$ cat config.mk
export PLATFORM = sky130hd
export DESIGN_NAME = uart_sample_scheduler
export DESIGN_NICKNAME = d
export VERILOG_FILES = /design/src/rtl/uart_sample_scheduler.sv
export SDC_FILE = /design/constraint.sdc
export NUM_CORES = 1
export LEC_CHECK = 0
export BUFFER_PORTS_ARGS = -buffer_cell sky130_fd_sc_hd__buf_4
export CAP_MARGIN = 40
export CORE_MARGIN = 4
export CORE_UTILIZATION = 50
export CTS_CLUSTER_SIZE = 24
export DETAILED_ROUTE_END_ITERATION = 7
export PLACE_DENSITY = 0.69
export RECOVER_POWER = 100
export SYNTH_ARGS = -nofsm -noshare
export SYNTH_HDL_FRONTEND = slang
export SYNTH_HIERARCHICAL = 1
export SYNTH_SLANG_ARGS = --single-unit
$ cat constraint.sdc
create_clock -name clk -period 2.8 [get_ports clk]
set_clock_uncertainty 0.1 [all_clocks]
set_input_delay 0.42 -clock clk [delete_from_list [all_inputs] [get_ports clk]]
set_output_delay 0.42 -clock clk [all_outputs]
set_load 0.02 [all_outputs]
$ cat src/rtl/uart_sample_scheduler.sv
// Round-robin two-channel 12-bit sample packetiser feeding an 8N1 UART TX act/busy handshake.
// Define UART_PKT_CHECKSUM_EN for 4-byte packets with an XOR trailer byte (3-byte packets otherwise).

module uart_sample_slot #(
  parameter int DW = 12
) (
  input  logic          clk,
  input  logic          rst,
  input  logic          valid_i,
  input  logic [DW-1:0] data_i,
  input  logic          grant_i,
  input  logic          clear_ovf_i,
  output logic          pending_o,
  output logic [DW-1:0] data_o,
  output logic          ovf_o
);
  logic          pend_q, pend_d;
  logic          ovf_q, ovf_d;
  logic [DW-1:0] data_q, data_d;

  // A sample arriving on the grant cycle refills the slot; set beats clear on ovf.
  always_comb begin
    pend_d = pend_q;
    data_d = data_q;
    ovf_d  = ovf_q;
    if (clear_ovf_i) ovf_d = 1'b0;
    if (grant_i) pend_d = 1'b0;
    if (valid_i) begin
      if (!pend_q || grant_i) begin
        data_d = data_i;
        pend_d = 1'b1;
      end else begin
        ovf_d = 1'b1;
      end
    end
  end

  always_ff @(posedge clk or posedge rst) begin
    if (rst) begin
      pend_q <= 1'b0;
      ovf_q  <= 1'b0;
      data_q <= '0;
    end else begin
      pend_q <= pend_d;
      ovf_q  <= ovf_d;
      data_q <= data_d;
    end
  end

  assign pending_o = pend_q;
  assign data_o    = data_q;
  assign ovf_o     = ovf_q;
endmodule

module uart_sample_scheduler #(
  parameter logic [7:0] SYNC_BYTE   = 8'hA5,
  parameter int         ACK_TIMEOUT = 16
) (
  input  logic        clk,
  input  logic        rst,
  input  logic        enable,
  input  logic        s0_valid,
  input  logic [11:0] s0_data,
  input  logic        s1_valid,
  input  logic [11:0] s1_data,
  input  logic        clear_ovf,
  output logic        tx_act,
  output logic [7:0]  tx_data,
  input  logic        tx_busy,
  output logic        pkt_done,
  output logic [1:0]  ovf,
  output logic        tx_err
);
  localparam int NUM_CH = 2;
  localparam int DW     = 12;
`ifdef UART_PKT_CHECKSUM_EN
  localparam int NBYTES = 4;
`else
  localparam int NBYTES = 3;
`endif
  localparam logic [1:0] LAST_IDX = 2'(NBYTES - 1);
  localparam int         CW       = $clog2(ACK_TIMEOUT);

  typedef enum logic [1:0] {IDLE, LOAD, WAIT_HI, WAIT_LO} state_e;

  state_e              state_q, state_d;
  logic [1:0]          idx_q, idx_d;
  logic [CW-1:0]       cnt_q, cnt_d;
  logic [2:0]          seq_q, seq_d;
  logic                last_grant_q;
  logic                pkt_ch_q;
  logic [DW-1:0]       pkt_samp_q;
  logic [7:0]          tx_data_q;
  logic                tx_err_q;
  logic                timeout, pkt_done_w;

  logic [NUM_CH-1:0]         valid_w, pend_w, grant_vec, ovf_w;
  logic [NUM_CH-1:0][DW-1:0] din_w, samp_w;
  logic                      grant_vld, grant_ch;

  assign valid_w = {s1_valid, s0_valid};
  assign din_w   = {s1_data, s0_data};

  for (genvar c = 0; c < NUM_CH; c++) begin : g_slot
    uart_sample_slot #(.DW(DW)) u_slot (
      .clk        (clk),
      .rst        (rst),
      .valid_i    (valid_w[c]),
      .data_i     (din_w[c]),
      .grant_i    (grant_vec[c]),
      .clear_ovf_i(clear_ovf),
      .pending_o  (pend_w[c]),
      .data_o     (samp_w[c]),
      .ovf_o      (ovf_w[c])
    );
  end

  // Grant is also held off while tx_busy is high so a late busy from an aborted byte
  // can never overlap a fresh tx_act.
  always_comb begin
    grant_ch = pend_w[1];
    if (&pend_w) grant_ch = ~last_grant_q;
    grant_vld = (state_q == IDLE) && enable && !tx_busy && (|pend_w);
    grant_vec = '0;
    if (grant_vld) grant_vec[grant_ch] = 1'b1;
  end

  logic [7:0] b1_w, b2_w, byte_w;
  assign b1_w = {pkt_ch_q, seq_q, pkt_samp_q[11:8]};
  assign b2_w = pkt_samp_q[7:0];

  // Byte 0 is constant, so it is correct even on the grant edge before pkt_* update.
  always_comb begin
    byte_w = SYNC_BYTE;
    case (idx_d)
      2'd1:    byte_w = b1_w;
      2'd2:    byte_w = b2_w;
`ifdef UART_PKT_CHECKSUM_EN
      2'd3:    byte_w = SYNC_BYTE ^ b1_w ^ b2_w;
`endif
      default: byte_w = SYNC_BYTE;
    endcase
  end

  always_comb begin
    state_d    = state_q;
    idx_d      = idx_q;
    cnt_d      = cnt_q;
    seq_d      = seq_q;
    timeout    = 1'b0;
    pkt_done_w = 1'b0;
    case (state_q)
      IDLE: begin
        if (grant_vld) begin
          state_d = LOAD;
          idx_d   = '0;
        end
      end
      LOAD: begin
        state_d = WAIT_HI;
        cnt_d   = '0;
      end
      WAIT_HI: begin
        if (tx_busy) begin
          state_d = WAIT_LO;
        end else if (cnt_q == CW'(ACK_TIMEOUT - 1)) begin
          timeout = 1'b1;
          state_d = IDLE;
        end else begin
          cnt_d = cnt_q + 1'b1;
        end
      end
      WAIT_LO: begin
        if (!tx_busy) begin
          if (idx_q == LAST_IDX) begin
            pkt_done_w = 1'b1;
            seq_d      = seq_q + 3'd1;
            state_d    = IDLE;
          end else begin
            idx_d   = idx_q + 2'd1;
            state_d = LOAD;
          end
        end
      end
      default: state_d = IDLE;
    endcase
  end

  always_ff @(posedge clk or posedge rst) begin
    if (rst) begin
      state_q      <= IDLE;
      idx_q        <= '0;
      cnt_q        <= '0;
      seq_q        <= '0;
      last_grant_q <= 1'b1;
      pkt_ch_q     <= 1'b0;
      pkt_samp_q   <= '0;
      tx_data_q    <= '0;
      tx_err_q     <= 1'b0;
    end else begin
      state_q  <= state_d;
      idx_q    <= idx_d;
      cnt_q    <= cnt_d;
      seq_q    <= seq_d;
      tx_err_q <= timeout | (tx_err_q & ~clear_ovf);
      if (grant_vld) begin
        last_grant_q <= grant_ch;
        pkt_ch_q     <= grant_ch;
        pkt_samp_q   <= samp_w[grant_ch];
      end
      if (state_d == LOAD) tx_data_q <= byte_w;
    end
  end

  assign tx_act   = (state_q == LOAD);
  assign tx_data  = tx_data_q;
  assign pkt_done = pkt_done_w;
  assign ovf      = ovf_w;
  assign tx_err   = tx_err_q;
endmodule

==> results of run 1 <==
-- synth_stat cells (all sizes together) (2+ instances only) --
master	n	share of area, %
dfrtp	61	52
nand2b	3	1.1
ha	10	4.2
a22oi	5	1.3
o21ai	7	1.2
nand2	11	1.9
clkbuf	4	0.51
a221o	4	1.4
mux2	33	16
o22ai	4	0.85
inv	29	3.7
a222oi	12	4.1
nor3	3	1.1
and3	2	0.42
nor2	12	1.5
a21oi	6	1.0
a21o	3	0.76
buf	5	1.8
-- power breakdown --
part	total [mW]	switching (mW)	internal (mW)
Combinational	1.13	0.585	0.543
Sequential	1.45	0.224	1.23
Clock	0.864	0.361	0.503
Total	3.44	1.17	2.28
-- state kept, by name, summed over array words and instances (netlist names) --
signal                   count
pkt_samp_q                  12
idx_q                        2
state_q                      2
seq_q                        3
tx_data                      8
tx_err                       1
g_slot.u_slot/pending_o      2
g_slot.u_slot/data_o        24
last_grant_q                 1
g_slot.u_slot/ovf_o          2
cnt_q                        4
pkt_ch_q                     1
-- area by class of cell --
class                   count  area [sq um]
clock buffers               9           124
clock inverters             7          97.6
fillers                   487          2230
inverters                  30           113
multi-input cells         130          1110
flip-flops and latches     62          1550
well taps                  72          90.1
repair buffers             48           297
-- cells by family (layout without fill, tap and decap cells) --
family	after synthesis	in the layout	share of synthesized area, %
xor gates and xnor gates	2	2	0.595
DFF	62	62	52.7
AOI/OAI and AO/OA	46	46	12.0
and+or+nand+nor	38	38	7.81
muxes	34	34	16.5
buffers and inverters	39	94	6.16
adders and majority gates	10	10	4.25
-- metal layers --
| metal | GRT usage (%) | vias to the layer above | part of all wire (%) |
|---|---|---|---|
| met2 | 25.1 | 42 | 45 |
| met5 | 0 | - | 0 |
| met1 | 21.5 | 918 | 48 |
| met4 | 8.92 | 0 | 2.2 |
| met3 | 4.22 | 13 | 4.6 |
| li1 | - | 929 | - |
-- cell usage in the layout (no fill, tap or decap), types with 6 or more instances in the layout --
cell      instances
clkbuf_8          9
buf_4            31
clkbuf_1         17
ha_1              9
nand2_1          10
nor2_1           12
dfrtp_1          61
inv_1            28
a222oi_1         12
o21ai_0           6
mux2_1           24
a21oi_1           6
-- metrics by stage --
step / utilization [%] / instances / worst slack [ns]
finish: 60.3 / 358 / 0.238
global route: 60.3 / 358 / 0.0427
CTS: 63.3 / 358 / 0.0887
detailed placement: 59.3 / 342 / 0.101
global placement: 59.3 / 342 / 0.210
floorplan: - / 231 / 0.273
-- worst max-delay path by stage --
stage	from	cells past startpoint	to	slack (ns)
floorplan	state_q[0]	11	tx_data[0]	0.27
global placement	state_q[0]	10	tx_data[7]	0.21
detailed placement	state_q[0]	10	tx_data[7]	0.10
CTS	state_q[0]	10	tx_data[7]	0.09
global route	state_q[0]	10	tx_data[0]	0.04
finish	state_q[0]	10	tx_data[0]	0.24
==> results by group, run 1 <==
Status
  • Run status: complete, but fails checks
  • Failing checks: max-capacitance violations, max-slew violations

GRT
  • Vias in the first global route: 1,892
  • Initial antenna violation count: 0
  • GRT overflow: 0
  • Total GRT Usage: 16.5%
  • Largest net degree at the start of global routing: 35
  • First-pass GRT wire length: 9230 um

Clock network
  • CTS resizes: 0
  • Clock-pin slew on the worst setup and hold paths: 0.07 ns
  • Cts bufs inserted: 9
  • CTS Hold Buffers Added: 0
  • Clk root buf: clkbuf_8
  • Worst-skew pair later-pin latency: 0.34 ns
  • H-tree levels: 3
  • CTS sink cnt: 62
  • TritonCTS clock tree: built
  • Clk buf depth: 2
  • Post-CTS Repair Setup Buffers: 0

Timing
  • Hold Fails Final Rpt: 0
  • Worst Max-Slew Pin Slew: 1.82 ns
  • Min Hold Slack: 0.00584 ns
  • Achievable clock frequency: 390 MHz
  • Setup TNS: 0 ns
  • RSZ-0062 raised after global routing: false
  • Fin crit period: 2.56 ns
  • Final cycle utilization of the critical path: 91.5%
  • Max-slew violations: 35
  • # setup viols final: 0
  • Worst rel slew slack: -21.1%

Synthesis
  • EDFF count, synth: 0
  • Cell area after synthesis: 0.00295 sq mm
  • Cells after Synth: 231
  • Post-synth net total: 272
  • YS warnings: 6
  • Register bit total from synthesis: 62
  • Ys async rst share: 100%
  • Syn avg cell area: 12.8 sq um
  • Post-synth cell types: 44
  • Sequential area share after synthesis: 52.7%
  • Main synth FF type: dfrtp_1

Worst setup path
  • Reg-to-Reg Start: state_q[0]
  • FF-to-FF path depth: 10
  • CP cell instances: inv_1 -> ha_4 -> nor2_1 -> nand2_1 -> o21ai_0 -> a22oi_1 -> inv_1 -> ha_1 -> a221o_1 -> mux2_1
  • Setup crit start kind: register
  • CP Class: reg2reg
  • Crit-path leading delay family: compound AO/OA/AOI/OAI gates
  • CP Max Fanout: 8
  • Worst setup EP type: register
  • Most used cell, CP: inv_1
  • Crit-path max cell delay: 0.42 ns
  • CP Data Arrival Time: 2.69 ns
  • R2R setup slack: 0.24 ns
  • CP max-delay cell: dfrtp_1
  • Required @ worst endpoint: 2.93 ns
  • Reg2reg end: tx_data[0]
  • CP bufs+invs: 2

Floorplan
  • Core Box Area: 0.00561 sq mm
  • Boundary pin count: 44
  • Initial core utilization: 52.5%
  • Die area: 0.00719 sq mm
  • DIE WIDTH: 84.8 um
  • Die H: 84.8 um
  • Std-Cell Rows: 27

Route
  • Drt via density: 5.31
  • Drt initial violations: 159
  • Pre-antenna DRT Iters: 4
  • Avg WL per Cell: 15.5 um
  • Antenna Nets Post-Route: 0
  • Vias: 1,902
  • Overall routed net length: 5560 um
  • Drc violations: 0

Run
  • Max capacitance violation total: 1

Final layout
  • Nets@finish: 322
  • Final instance area: 0.00338 sq mm
  • Layout cells sized above 1: 22.0%
  • Synth-to-layout area growth: 14.7%
  • # diodes: 0

Placed design
  • Dpl hpwl: 4040 um
  • Area post-placement: 0.00333 sq mm
  • Port Buffers: 43
  • GP Congestion: 0.862

Pwr
  • Power Total: 3.44 mW
  • VDD IR max: 0.000499 V
  • Lkg Pwr: 1.65 nW
  • P per Cell Area: 1020 mW/mm^2

Worst hold path
  • Hold crit path type: in2async
No activity file was read; power rests on OpenSTA's default activity.
==> run 2, diff against run 1 <==
- ABC_AREA: unset -> 1
==> results by group, run 2 <==
GRT
  • Vias in the first global route: 2,340 (was 1,892)
  • Total GRT Usage: 18.7% (was 16.5%)
  • Largest net degree at the start of global routing: 35 (unchanged)
  • First-pass GRT wire length: 10,800 um (was 9230 um)
  • GRT overflow: 0 (unchanged)
  • Initial antenna violation count: 0 (unchanged)

Synthesis
  • Main synth FF type: dfrtp_1 (unchanged)
  • Post-Synth Simple-Gate Area: 30.5% (was 7.81%)
  • Synth area leaders: dfrtp_1 (50%), nand2_1 (17%), nand3_1 (9.0%) (was dfrtp_1 (52%), mux2_4 (14%), ha_1 (4.2%))
  • YS warnings: 6 (unchanged)
  • Most frequent cell after synthesis: nand2_1 (was dfrtp_1)
  • Syn avg cell area: 8.41 sq um (was 12.8 sq um)
  • Post-synth net total: 404 (was 272)
  • EDFF count, synth: 0 (unchanged)
  • Post-synth cell types: 29 (was 44)
  • Ys async rst share: 100% (unchanged)
  • Post-synthesis mux area share: 0.369% (was 16.5%)
  • Area leader, netlist: dfrtp_1 (unchanged)
  • Sequential area share after synthesis: 50.8% (was 52.7%)
  • Register bit total from synthesis: 62 (unchanged)
  • Post-synthesis compound-gate area fraction: 5.61% (was 12.0%)
  • Fraction of synthesized cell area in xor and xnor cells: 0.574% (was 0.594%)
  • Synth top area share: 50.0% (was 51.8%)
  • Commonest cells post-synth: nand2_1 (137), dfrtp_1 (61), nand3_1 (55), inv_1 (33), ha_1 (10) (was dfrtp_1 (61), mux2_4 (28), inv_1 (26), a222oi_1 (12), nor2_1 (12))
  • Largest family of logic cells by synthesized area: simple AND/OR/NAND/NOR gates (was multiplexers)
  • Cell area after synthesis: 0.00305 sq mm (was 0.00295 sq mm)
  • Cells after Synth: 363 (was 231)
  • Area share of fa/ha/maj cells after synthesis: 4.10% (was 4.25%)

Route
  • Drc violations: 0 (unchanged)
  • Drt via density: 4.96 (was 5.31)
  • Overall routed net length: 6450 um (was 5560 um)
  • Pre-antenna DRT Iters: 4 (unchanged)
  • Avg WL per Cell: 13.2 um (was 15.5 um)
  • Drt initial violations: 87 (was 159)
  • Vias: 2,416 (was 1,902)
  • Antenna Nets Post-Route: 0 (unchanged)

Timing
  • Achievable clock frequency: 398 MHz (was 390 MHz)
  • Min Hold Slack: 0.0332 ns (was 0.00584 ns)
  • Worst rel slew slack: -23.3% (was -21.1%)
  • Hold Fails Final Rpt: 0 (unchanged)
  • Setup slack after layout: 0.288 ns (was 0.238 ns)
  • RSZ-0062 raised after global routing: false (unchanged)
  • Final cycle utilization of the critical path: 89.7% (was 91.5%)
  • # setup viols final: 0 (unchanged)
  • Max-slew violations: 35 (unchanged)
  • Setup TNS: 0 ns (unchanged)
  • Fin crit period: 2.51 ns (was 2.56 ns)
  • Worst Max-Slew Pin Slew: 1.85 ns (was 1.82 ns)

Status
  • Run status: complete, but fails checks (unchanged)
  • Failing checks: max-capacitance violations, max-slew violations (unchanged)

Final layout
  • Final instance area: 0.00360 sq mm (was 0.00338 sq mm)
  • Nets@finish: 448 (was 322)
  • Layout cells sized above 1: 17.5% (was 22.0%)
  • Synth-to-layout area growth: 17.9% (was 14.7%)
  • Max reg flops: 24 (unchanged)
  • Most common cell after layout, fill and taps aside: nand2_1 (was dfrtp_1)
  • Number of fill cells: 557 (was 487)
  • # diodes: 0 (unchanged)
  • Final Util: 60.8% (was 60.3%)
  • Most frequent cells in the layout: nand2_1 (137), dfrtp_1 (61), nand3_1 (55) (was dfrtp_1 (61), buf_4 (31), inv_1 (28))

Worst hold path
  • Hold crit path type: in2async (unchanged)

Clock network
  • CTS sink cnt: 62 (unchanged)
  • CTS Hold Buffers Added: 0 (unchanged)
  • Post-CTS Repair Setup Buffers: 0 (unchanged)
  • CTS resizes: 0 (unchanged)
  • Clk buf depth: 2 (unchanged)
  • Cts bufs inserted: 9 (unchanged)
  • H-tree levels: 3 (unchanged)
  • Clk root buf: clkbuf_8 (unchanged)
  • Worst-skew pair later-pin latency: 0.33 ns (was 0.34 ns)
  • TritonCTS clock tree: built (unchanged)
  • Clock-pin slew on the worst setup and hold paths: 0.07 ns (about the same)

Placed design
  • GP Congestion: 0.820 (was 0.862)
  • Area post-placement: 0.00340 sq mm (was 0.00333 sq mm)
  • Dpl hpwl: 4730 um (was 4040 um)
  • Pre-CTS WS: 0.255 ns (was 0.101 ns)
  • Port Buffers: 43 (unchanged)

Floorplan
  • Die area: 0.00742 sq mm (was 0.00719 sq mm)
  • DIE WIDTH: 86.2 um (was 84.8 um)
  • Initial core utilization: 51.6% (was 52.5%)
  • Core Box Area: 0.00592 sq mm (was 0.00561 sq mm)
  • Die H: 86.2 um (was 84.8 um)
  • Boundary pin count: 44 (unchanged)
  • Std-Cell Rows: 28 (was 27)

Pwr
  • Lkg Pwr: 1.89 nW (was 1.65 nW)
  • Internal: 2.34 mW (was 2.28 mW)
  • VDD IR max: 0.000450 V (was 0.000499 V)
  • Combinational share of power: 34.7% (was 32.7%)
  • Switch Pwr: 1.43 mW (was 1.17 mW)
  • Sequential share of power: 38.9% (was 42.2%)
  • Sw Share: 37.9% (was 33.9%)
  • Clock share of power: 26.3% (was 25.1%)
  • P per Cell Area: 1050 mW/mm^2 (was 1020 mW/mm^2)

Worst setup path
  • Setup crit start kind: register (unchanged)
  • Required @ worst endpoint: 2.92 ns (was 2.93 ns)
  • Worst setup EP type: register (unchanged)
  • CP Class: reg2reg (unchanged)
  • CP Data Arrival Time: 2.63 ns (was 2.69 ns)
  • CP Max Fanout: 8 (unchanged)

Run
  • Max capacitance violation total: 1 (unchanged)
[run 2: kinds of logic (layout without fill, tap and decap cells)]
| group | count (synthesis) | in the layout |
|---|---|---|
| buf+inv | 53 | 102 |
| mux | 1 | 1 |
| fa+ha+maj | 10 | 10 |
| compound gates | 25 | 25 |
| simple gates | 210 | 210 |
| xor+xnor | 2 | 2 |
| flops | 62 | 62 |
[run 2: through the flow]
step / power [mW] / std cells
3_3_place_gp: 2.79 / 471
2_1_floorplan: 2.47 / 363
3_5_place_dp: 2.84 / 471
6_report: 3.77 / 487
5_1_grt: 4.06 / 487
4_1_cts: 3.85 / 487
[run 2: final timing paths]
check	from	cells past startpoint	endpoint	slack (ns)
setup reg to reg	state_q[0]	14	tx_data[5]	0.29
min in group clk	clear_ovf	2	tx_err	0.21
max in group asynchronous	rst	3	pkt_samp_q[6]	0.86
hold / removal	rst	2	g_slot[1].u_slot/data_o[8]	0.03
hold reg to reg	last_grant_q	2	last_grant_q	0.37
setup / recovery	state_q[0]	14	tx_data[5]	0.29
[run 2: cell type report]
| class | instances | area, sq um | area share (%) |
|---|---|---|---|
| tap | 75 | 93.8 | 2.61 |
| clock buffer | 11 | 151 | 4.20 |
| inverter | 41 | 155 | 4.31 |
| timing repair buffer | 45 | 285 | 7.92 |
| sequential | 62 | 1550 | 43.1 |
| clock inverter | 5 | 104 | 2.88 |
| multi-input combinational | 248 | 1260 | 35.0 |
[run 2: worst max-delay path, stage by stage (launching register included)]
cell      delay [ns]
dfrtp_1         0.42
inv_1           0.17
ha_1            0.23
inv_2           0.08
nor2_2          0.14
nand3_4         0.08
nand2_2         0.10
nand3_1         0.12
a21boi_1        0.22
inv_1           0.09
ha_1            0.31
nand2_1         0.11
nand3_1         0.08
nand3_1         0.09
nand2_1         0.06
[run 2: power by group through the flow]
stage	registers (mW)	clock network, mW	logic [mW]
global placement	1.47	0	1.33
finish	1.47	0.994	1.31
global route	1.50	1.05	1.50
CTS	1.46	1.01	1.37
detailed placement	1.48	0	1.36
floorplan	1.46	0	1.01
[run 2: routing by layer]
layer | track usage, % | wire (um) | vias to the layer above
li1 | - | - | 1229
met1 | 24.5 | 3010 | 1105
met2 | 30.1 | 3020 | 70
met3 | 3.46 | 311 | 12
met4 | 8.20 | 113 | 0
met5 | 0 | 0 | -
